[src/rtl/seg7_scan_ctrl.sv]
// seg7_scan_ctrl: N-digit multiplexed 7-segment driver.
//   Hex mode shows value nibbles directly. Decimal mode converts the binary value
//   with a sequential double-dabble, one step per clock, under a load/ready handshake.
//   Per-digit decimal points, sticky overflow ('-' on every digit), selectable polarity.
//   Optional build macro: SEG_LEADING_ZERO_BLANK_EN blanks leading zeros in decimal mode.
module seg7_scan_ctrl #(
   parameter int NUM_DIGITS    = 4,
   parameter int SCAN_DIV_BITS = 16,
   parameter bit ACTIVE_LOW    = 1'b1
) (
   input  logic                    clk,
   input  logic                    rst,
   input  logic [4*NUM_DIGITS-1:0] value,
   input  logic                    mode_dec,
   input  logic [NUM_DIGITS-1:0]   dp_mask,
   input  logic                    load,
   output logic                    ready,
   output logic [6:0]              display,
   output logic                    dp,
   output logic [NUM_DIGITS-1:0]   digit
);

   localparam int W  = 4 * NUM_DIGITS;
   localparam int CW = $clog2(W + 1);
   localparam int IW = (NUM_DIGITS > 1) ? $clog2(NUM_DIGITS) : 1;

   localparam logic [1:0] S_IDLE   = 2'd0;
   localparam logic [1:0] S_CONV   = 2'd1;
   localparam logic [1:0] S_COMMIT = 2'd2;

   logic [1:0]               state_q, state_d;
   logic [W-1:0]             bin_q, bin_d;
   logic [W-1:0]             bcd_q, bcd_d;
   logic [CW-1:0]            cnt_q, cnt_d;
   logic                     ovf_q, ovf_d;
   logic [W-1:0]             shown_q, shown_d;
   logic [NUM_DIGITS-1:0]    dp_q, dp_d;
   logic [NUM_DIGITS-1:0]    dpl_q, dpl_d;
   logic                     overflow_q, overflow_d;
   logic                     dec_q, dec_d;

   logic [SCAN_DIV_BITS-1:0] div_q;
   logic [IW-1:0]            idx_q;
   logic                     started_q;

   logic [W-1:0]             bcd_adj;
   logic [W-1:0]             bcd_step;
   logic [W-1:0]             bin_step;
   logic                     carry;

   logic [3:0]               cur_nib;
   logic                     cur_dp;
   logic                     blank;
   logic [6:0]               seg_ah;
   logic                     dp_ah;
   logic [NUM_DIGITS-1:0]    dig_ah;

   // Standard active-high glyphs, bit order {g,f,e,d,c,b,a}.
   function automatic logic [6:0] glyph(input logic [3:0] n);
      case (n)
         4'h0: glyph = 7'h3F;
         4'h1: glyph = 7'h06;
         4'h2: glyph = 7'h5B;
         4'h3: glyph = 7'h4F;
         4'h4: glyph = 7'h66;
         4'h5: glyph = 7'h6D;
         4'h6: glyph = 7'h7D;
         4'h7: glyph = 7'h07;
         4'h8: glyph = 7'h7F;
         4'h9: glyph = 7'h6F;
         4'hA: glyph = 7'h77;
         4'hB: glyph = 7'h7C;
         4'hC: glyph = 7'h39;
         4'hD: glyph = 7'h5E;
         4'hE: glyph = 7'h79;
         default: glyph = 7'h71;
      endcase
   endfunction

   // One double-dabble step: add 3 to nibbles >= 5, then shift {bcd,bin} left.
   always_comb begin
      bcd_adj = bcd_q;
      for (int unsigned k = 0; k < NUM_DIGITS; k++) begin
         if (bcd_q[4*k +: 4] >= 4'd5) begin
            bcd_adj[4*k +: 4] = bcd_q[4*k +: 4] + 4'd3;
         end
      end
      {carry, bcd_step, bin_step} = {bcd_adj, bin_q, 1'b0};
   end

   // Handshake / conversion FSM next-state logic.
   always_comb begin
      state_d    = state_q;
      bin_d      = bin_q;
      bcd_d      = bcd_q;
      cnt_d      = cnt_q;
      ovf_d      = ovf_q;
      shown_d    = shown_q;
      dp_d       = dp_q;
      dpl_d      = dpl_q;
      overflow_d = overflow_q;
      dec_d      = dec_q;
      case (state_q)
         S_IDLE: begin
            if (load) begin
               if (mode_dec) begin
                  state_d = S_CONV;
                  bin_d   = value;
                  bcd_d   = '0;
                  cnt_d   = '0;
                  ovf_d   = 1'b0;
                  dpl_d   = dp_mask;
               end else begin
                  shown_d    = value;
                  dp_d       = dp_mask;
                  overflow_d = 1'b0;
                  dec_d      = 1'b0;
               end
            end
         end
         S_CONV: begin
            bin_d = bin_step;
            bcd_d = bcd_step;
            ovf_d = ovf_q | carry;
            cnt_d = cnt_q + 1'b1;
            if (cnt_q == CW'(W - 1)) begin
               state_d = S_COMMIT;
            end
         end
         S_COMMIT: begin
            shown_d    = bcd_q;
            overflow_d = ovf_q;
            dp_d       = dpl_q;
            dec_d      = 1'b1;
            state_d    = S_IDLE;
         end
         default: state_d = S_IDLE;
      endcase
   end

   // FSM and display-content registers.
   always_ff @(posedge clk or posedge rst) begin
      if (rst) begin
         state_q    <= S_IDLE;
         bin_q      <= '0;
         bcd_q      <= '0;
         cnt_q      <= '0;
         ovf_q      <= 1'b0;
         shown_q    <= '0;
         dp_q       <= '0;
         dpl_q      <= '0;
         overflow_q <= 1'b0;
         dec_q      <= 1'b0;
      end else begin
         state_q    <= state_d;
         bin_q      <= bin_d;
         bcd_q      <= bcd_d;
         cnt_q      <= cnt_d;
         ovf_q      <= ovf_d;
         shown_q    <= shown_d;
         dp_q       <= dp_d;
         dpl_q      <= dpl_d;
         overflow_q <= overflow_d;
         dec_q      <= dec_d;
      end
   end

   // Free-running scan divider; the digit index advances on each wrap.
   always_ff @(posedge clk or posedge rst) begin
      if (rst) begin
         div_q     <= '0;
         idx_q     <= '0;
         started_q <= 1'b0;
      end else begin
         div_q <= div_q + 1'b1;
         if (&div_q) begin
            started_q <= 1'b1;
            idx_q     <= (idx_q == IW'(NUM_DIGITS - 1)) ? '0 : idx_q + 1'b1;
         end
      end
   end

`ifdef SEG_LEADING_ZERO_BLANK_EN
   logic [NUM_DIGITS-1:0] lz;

   // lz[k]: digits k..top are all zero.
   always_comb begin
      lz = '0;
      lz[NUM_DIGITS-1] = (shown_q[W-1 -: 4] == 4'd0);
      for (int unsigned j = 1; j < NUM_DIGITS; j++) begin
         lz[NUM_DIGITS-1-j] = lz[NUM_DIGITS-j] && (shown_q[4*(NUM_DIGITS-1-j) +: 4] == 4'd0);
      end
   end

   assign blank = dec_q && !overflow_q && (idx_q != '0) && lz[idx_q];
`else
   assign blank = 1'b0;
`endif

   // Active-high segment, dp and anode generation for the scanned digit.
   always_comb begin
      cur_nib = shown_q[{idx_q, 2'b00} +: 4];
      cur_dp  = dp_q[idx_q];
      seg_ah  = '0;
      dp_ah   = 1'b0;
      dig_ah  = '0;
      if (started_q && !blank) begin
         dig_ah[idx_q] = 1'b1;
         if (overflow_q) begin
            seg_ah = 7'h40;
         end else begin
            seg_ah = glyph(cur_nib);
            dp_ah  = cur_dp;
         end
      end
   end

   assign ready   = (state_q == S_IDLE);
   assign display = seg_ah ^ {7{ACTIVE_LOW}};
   assign dp      = dp_ah ^ ACTIVE_LOW;
   assign digit   = dig_ah ^ {NUM_DIGITS{ACTIVE_LOW}};

endmodule

[config.mk]
export PLATFORM = sky130hd
export DESIGN_NAME = seg7_scan_ctrl
export DESIGN_NICKNAME = d
export VERILOG_FILES = /design/src/rtl/seg7_scan_ctrl.sv
export SDC_FILE = /design/constraint.sdc
export NUM_CORES = 1
export LEC_CHECK = 0
export ABC_AREA = 1
export CAP_MARGIN = 5
export CORE_UTILIZATION = 43
export DETAILED_ROUTE_END_ITERATION = 8
export PLACE_DENSITY_LB_ADDON = 0.3
export SKIP_CTS_REPAIR_TIMING = 1
export SLEW_MARGIN = 10
export SYNTH_ARGS = -nofsm -noshare
export SYNTH_HDL_FRONTEND = slang
export SYNTH_SLANG_ARGS = --single-unit
[constraint.sdc]
create_clock -name clk -period 5.7 [get_ports clk]
set_clock_uncertainty 0.05 [all_clocks]
set_input_delay 1.14 -clock clk [delete_from_list [all_inputs] [get_ports clk]]
set_output_delay 1.14 -clock clk [all_outputs]
set_load 0.02 [all_outputs]
==> impl_results.md, run 1 <==
- Status: finished, final reports clean
- Post-Syn Area: 4549 sq um
- Register bit total from synthesis: 84
- Worst skew pair latency: 0.36 ns
- Internal power: 1.392 mW
- Placeable Area: 10280 sq um
- Post-synth top area share: 0.4620
- Slew @ Worst Pin: 0.8578 ns
- Clk buf depth: 2
- Row count: 37
- RSZ-0062 raised after global routing: no
- Max cap viols: 0
- Worst Path Max Fanout: 18
- Sw Share: 0.4135
- Synth area leader: dfrtp_1
- Largest cells by area after synthesis: dfrtp_1, nand2_1, o21ai_0
- Crit-path leading delay family: buffers and inverters
- Worst-path clk slew: 0.08 ns
- Leak: 2.373 nW
- Vias in the first global route: 3556
- Fill count: 1001
- H-tree Lvls: 3
- DRT iter0 DRCs: 225
- Seq pwr share: 0.409
- Vias: 3663
- Routed Antenna Nets: 0
- Layout cells sized above 1: 0.07534
- CP cell instances: inv_2 -> nand2_1 -> nand3_1 -> nand2_1 -> ha_1 -> inv_1 -> a21oi_1 -> o21ai_0 -> nand3_1 -> clkdlybuf4s50_1
- Initial antenna violation count: 0
- Global-route wire length before repair: 16770 um
- Gate Count Post-Synth: 551
- Register area share after synthesis: 0.4620
- Largest net degree at the start of global routing: 56
- Pre-Repair DR Iteration Count: 5
- Die extent in x: 104.9 um
- Worst VDD drop: 0.0002866 V
- Max-slew violations: 0
- Count leader, synth: nand2_1
- Syn Area/Cell: 8.257 sq um
- Post-route cell area: 5147 sq um
- Remaining DRCs: 0
- Top_reg_cell synth: dfrtp_1
- Min cycle time layout: 3.993 ns
- Maximum clock frequency: 0.2504 GHz
- Net count of the mapped netlist: 596
- Pwr per Cell Area: 461.2 nW/um^2
- NumNets Final: 624
- Async set-or-reset flop fraction in the synthesized netlist: 1.000
- Pwr Total: 2.374 mW
- IO Pins: 37
- Kind of critical path: reg2out
- Via/cell ratio: 5.088
- Worst path bufs/invs: 3
- TritonCTS clock tree: done
- Critical Path RT: 4.51 ns
- Routed len/inst: 13.28 um
- Relative max-transition margin: 0.4261
- Global route overflow: 0
- Post-route setup TNS: 0 ns
- Total CTS buffers: 9
- Clk root buf: clkbuf_8
- Final period util: 0.7006
- Post-synth EDFFs: 0
- Post-synth top cells: nand2_1, dfrtp_1, o21ai_0
- Cell variety after synth: 31
- HPWL Detailed: 6747 um
- Worst hold-check path type: reg2reg
- Port Buffer Count: 36
- Initial Util: 0.4427
- Tot GR Track Use: 0.1922
- NetSw: 0.9816 mW
- Clock network power share: 0.172
- Crit path capture type: output port
- Clock Sinks: 84
- Routed WL: 9561 um
- Layout area overhead: 13.15%
- Post-place instance area: 4964 sq um
- # diodes: 0
- Slowest CP cell: dfrtp_1
- Crit path largest cell delay: 0.66 ns
- Final setup fails: 0
- Die area: 11000 sq um
- Comb power frac: 0.419
- Die H: 104.9 um
- Ys Warns: 0
- Hold Violations, Final: 0
- Routability cong.: 0.8662
- CP startpoint kind: flop
- Worst EP arrival: 2.80 ns
## sequential cells by signal, indices dropped and copies added, names as in the netlist, 2 cells and up
register	cells
cnt_q	5
dpl_q	4
div_q	16
bcd_q	16
dp_q	4
idx_q	2
state_q	2
bin_q	16
shown_q	16
## placed cells by master (no fill, tap or decap), drive strengths merged, types with 2 or more instances in the layout
master	netlist	routed
nand2	129	129
dfrtp	84	84
o21ai	75	75
inv	66	65
nand3	41	41
nor2	41	41
clkdlybuf4s50	0	36
ha	21	21
o211ai	18	18
a31oi	14	14
a21oi	12	12
clkbuf	4	11
xor2	10	10
xnor2	7	7
o22ai	4	4
clkinv	0	4
nand4	3	3
buf	17	2
## power by group through the flow
stage	clock, mW	combinational, mW	sequential, mW
after floorplan	0	0.810	0.932
after global placement	0	0.953	0.976
after detailed placement	0	0.989	0.981
after CTS	0.424	0.997	0.969
after global routing	0.448	1.15	1.00
final	0.409	0.995	0.970
## path summary, 6_finish.rpt
path | startpoint | endpoint | cells past startpoint | slack (ns)
hold reg to reg | div_q[0]$_DFF_PP0_ | div_q[0]$_DFF_PP0_ | 1 | 0.40
hold / removal | div_q[0]$_DFF_PP0_ | div_q[0]$_DFF_PP0_ | 1 | 0.40
setup / recovery | idx_q[0]$_DFFE_PP0P_ | display[0] | 10 | 1.71
max in group asynchronous | rst | bin_q[13]$_DFFE_PP0P_ | 3 | 3.46
setup reg to reg | state_q[1]$_DFFE_PP0P_ | bin_q[3]$_DFFE_PP0P_ | 5 | 3.31
min in group asynchronous | rst | idx_q[0]$_DFFE_PP0P_ | 2 | 1.07
## metrics by stage
stage                     utilization  setup slack, ns  std cells  hold slack [ns]
after detailed placement       0.4830            2.117        704           0.3898
final                          0.5009            1.707        720           0.3961
after CTS                      0.5009            1.707        720           0.4004
after floorplan                     -            2.345        551           0.3748
after global placement         0.4830            2.231        704           0.3863
after global routing           0.5009            1.426        720           0.4261
## routing by layer
metal	track usage	vias to the layer above	part of all wire	wire length (um)
met5	0	-	0	0
met4	0.1056	0	0.026	252
met3	0.02870	22	0.039	369
met2	0.2956	78	0.46	4391
met1	0.2608	1697	0.48	4547
li1	-	1866	-	-
## cells by family after synthesis
kind of cell    after synthesis  share of synthesized area
simple gates                216                     0.2076
xor+xnor                     17                    0.03273
compound gates              126                     0.1562
fa+ha+maj                    21                    0.05776
flops                        84                     0.4620
buf+inv                      87                    0.08361
## final cells by class
type	instances	area, sq um	area share
tap	136	170.2	0.03306
multi-input combinational	380	2067	0.4016
timing repair buffer	38	375.4	0.07292
clock inverter	5	52.55	0.01021
sequential	84	2102	0.4084
inverter	66	249.0	0.04837
clock buffer	11	131.4	0.02552
(Power assumes the default switching activity.)
==> run 2, diff against run 1 <==
- clock period: 5.7 -> 4.1 ns (I/O delays scaled with it)
==> run 2 against run 1 <==
Effect of this change: worst hold slack better by 0.010 ns; via count up 1.7%; non-clock buffer count did not move; first-iteration DRC count up 8.9%; final area grew 0.73%; setup slack got worse by 1.2 ns; combinational power grew 40%; core utilization grew 0.37 points; final cell count unchanged; global-route usage is 0.44 points lower; clock-buffer cell count is 1 lower.
==> impl_results.md, run 2 (same netlist as run 1, synthesis figures left out) <==
- Status: finished, final reports clean (unchanged)
- Pre-Repair DR Iteration Count: 5 (unchanged)
- Row count: 37 (unchanged)
- CP startpoint kind: flop (unchanged)
- Final setup fails: 0 (unchanged)
- Routed Antenna Nets: 0 (unchanged)
- Slew @ Worst Pin: 0.8810 ns (was 0.8578 ns)
- Clk root buf: clkbuf_8 (unchanged)
- Fin Hold WS: 0.4061 ns (was 0.3961 ns)
- H-tree Lvls: 3 (unchanged)
- Worst hold-check path type: reg2reg (unchanged)
- NumNets Final: 624 (unchanged)
- Initial antenna violation count: 0 (unchanged)
- Die H: 104.9 um (unchanged)
- Post-route setup TNS: 0 ns (unchanged)
- Cell Count, Final, Fillers Out: 720 (unchanged)
- Max-slew violations: 0 (unchanged)
- Layout area overhead: 13.97% (was 13.15%)
- Die extent in x: 104.9 um (unchanged)
- Vias: 3727 (was 3663)
- Maximum clock frequency: 0.2760 GHz
- Leak: 2.384 nW (was 2.373 nW)
- Die area: 11000 sq um (unchanged)
- Placeable Area: 10280 sq um (unchanged)
- Layout cells sized above 1: 0.07877 (was 0.07534)
- Post-Place Worst Slack: 0.8624 ns (was 2.117 ns)
- Port Buffer Count: 36 (unchanged)
- Routed WL: 9432 um (was 9561 um)
- Crit path capture type: output port (unchanged)
- Critical Path RT: 3.23 ns (was 4.51 ns)
- Most common cell after layout, fill and taps aside: nand2_1 (unchanged)
- Hold Violations, Final: 0 (unchanged)
- HPWL Detailed: 6759 um (was 6747 um)
- Pwr per Cell Area: 644.0 nW/um^2 (was 461.2 nW/um^2)
- IO Pins: 37 (unchanged)
- DRT iter0 DRCs: 245 (was 225)
- Total CTS buffers: 9 (unchanged)
- Worst-path clk slew: 0.08 ns (about the same)
- RSZ-0062 raised after global routing: no (unchanged)
- # diodes: 0 (unchanged)
- DP Cell Count: 704 (unchanged)
- Routability cong.: 0.8579 (was 0.8662)
- Comb power frac: 0.415 (was 0.419)
- Worst skew pair latency: 0.35 ns (was 0.36 ns)
- Worst EP arrival: 2.75 ns (was 2.80 ns)
- Relative max-transition margin: 0.4106 (was 0.4261)
- Final core occ: 0.5045 (was 0.5009)
- Sw Share: 0.4136 (was 0.4135)
- TritonCTS clock tree: done (unchanged)
- Final period util: 0.8836
- Via/cell ratio: 5.176 (was 5.088)
- Post-route cell area: 5185 sq um (was 5147 sq um)
- Pwr Total: 3.339 mW (was 2.374 mW)
- Initial Util: 0.4427 (unchanged)
- Min cycle time layout: 3.623 ns
- Clock Sinks: 84 (unchanged)
- Seq pwr share: 0.404 (was 0.409)
- Remaining DRCs: 0 (unchanged)
- Setup ws final: 0.4772 ns (was 1.707 ns)
- NetSw: 1.381 mW (was 0.9816 mW)
- Clk buf depth: 2 (unchanged)
- Vias in the first global route: 3604 (was 3556)
- Worst VDD drop: 0.0002488 V (was 0.0002866 V)
- Max cap viols: 0 (unchanged)
- Most frequent cells in the layout: nand2_1, dfrtp_1, o21ai_0, inv_1, nand3_1 (unchanged)
- Worst Path Max Fanout: 18 (unchanged)
- Global route overflow: 0 (unchanged)
- Global-route wire length before repair: 16790 um (was 16770 um)
- Largest net degree at the start of global routing: 50 (was 56)
- Kind of critical path: reg2out (unchanged)
- Tot GR Track Use: 0.1878 (was 0.1922)
- Internal power: 1.958 mW (was 1.392 mW)
- Clock network power share: 0.182 (was 0.172)
- Routed len/inst: 13.10 um (was 13.28 um)
- Post-place instance area: 4976 sq um (was 4964 sq um)
## run 2: cell count changes in the layout (fill, tap and decap cells not counted)
| cell | before | now |
|---|---|---|
| clkinv_2 | 4 | 1 |
| buf_12 | 0 | 1 |
| buf_4 | 2 | 1 |
| inv_6 | 0 | 1 |
| clkinv_4 | 0 | 2 |
| clkbuf_1 | 2 | 0 |
| clkbuf_8 | 9 | 10 |
| clkinvlp_4 | 1 | 2 |
## run 2: final cells by class
type	count	area [sq um]
clock buffers	10	137.6
multi-input cells	380	2067
clock inverters	6	71.32
inverters	66	249.0
well taps	136	170.2
flip-flops and latches	84	2102
fillers	992	5092
repair buffers	38	387.9
## run 2: power groups by stage
stage	Combinational (mW)	Clock [mW]	Sequential, mW
3_5_place_dp	1.38	0	1.36
2_1_floorplan	1.13	0	1.30
6_report	1.39	0.606	1.35
3_3_place_gp	1.33	0	1.36
4_1_cts	1.39	0.622	1.35
5_1_grt	1.61	0.663	1.39
## run 2: critical path: stages, from the launching register on
cell             delay (ns)
dfrtp_1                0.66
inv_2                  0.16
nand2_1                0.09
nand3_1                0.07
nand2_1                0.18
inv_1                  0.11
ha_1                   0.22
nand3_1                0.12
nand2_1                0.07
nand2_1                0.05
nand2_1                0.05
nand2_1                0.05
nand2_1                0.04
clkdlybuf4s50_1        0.53
## run 2: per-layer routing
| layer | vias up | share of wire | track usage |
|---|---|---|---|
| li1 | 1868 | - | - |
| met1 | 1770 | 0.49 | 0.2641 |
| met2 | 80 | 0.46 | 0.3013 |
| met3 | 9 | 0.040 | 0.03057 |
| met4 | 0 | 0.0094 | 0.04930 |
| met5 | - | 0 | 0 |
## run 2: path summary, 6_finish.rpt
| path | from | endpoint | slack (ns) | depth (start not counted) |
|---|---|---|---|---|
| worst max register to register | state_q[1]$_DFFE_PP0P_ | bin_q[2]$_DFFE_PP0P_ | 1.67 | 5 |
| max in group asynchronous | rst | dpl_q[0]$_DFFE_PP0P_ | 2.45 | 3 |
| worst max-delay path | idx_q[0]$_DFFE_PP0P_ | display[6] | 0.48 | 13 |
| min in group asynchronous | rst | bin_q[3]$_DFFE_PP0P_ | 0.88 | 2 |
| worst min-delay path | div_q[0]$_DFF_PP0_ | div_q[0]$_DFF_PP0_ | 0.41 | 1 |
| worst min register to register | div_q[0]$_DFF_PP0_ | div_q[0]$_DFF_PP0_ | 0.41 | 1 |
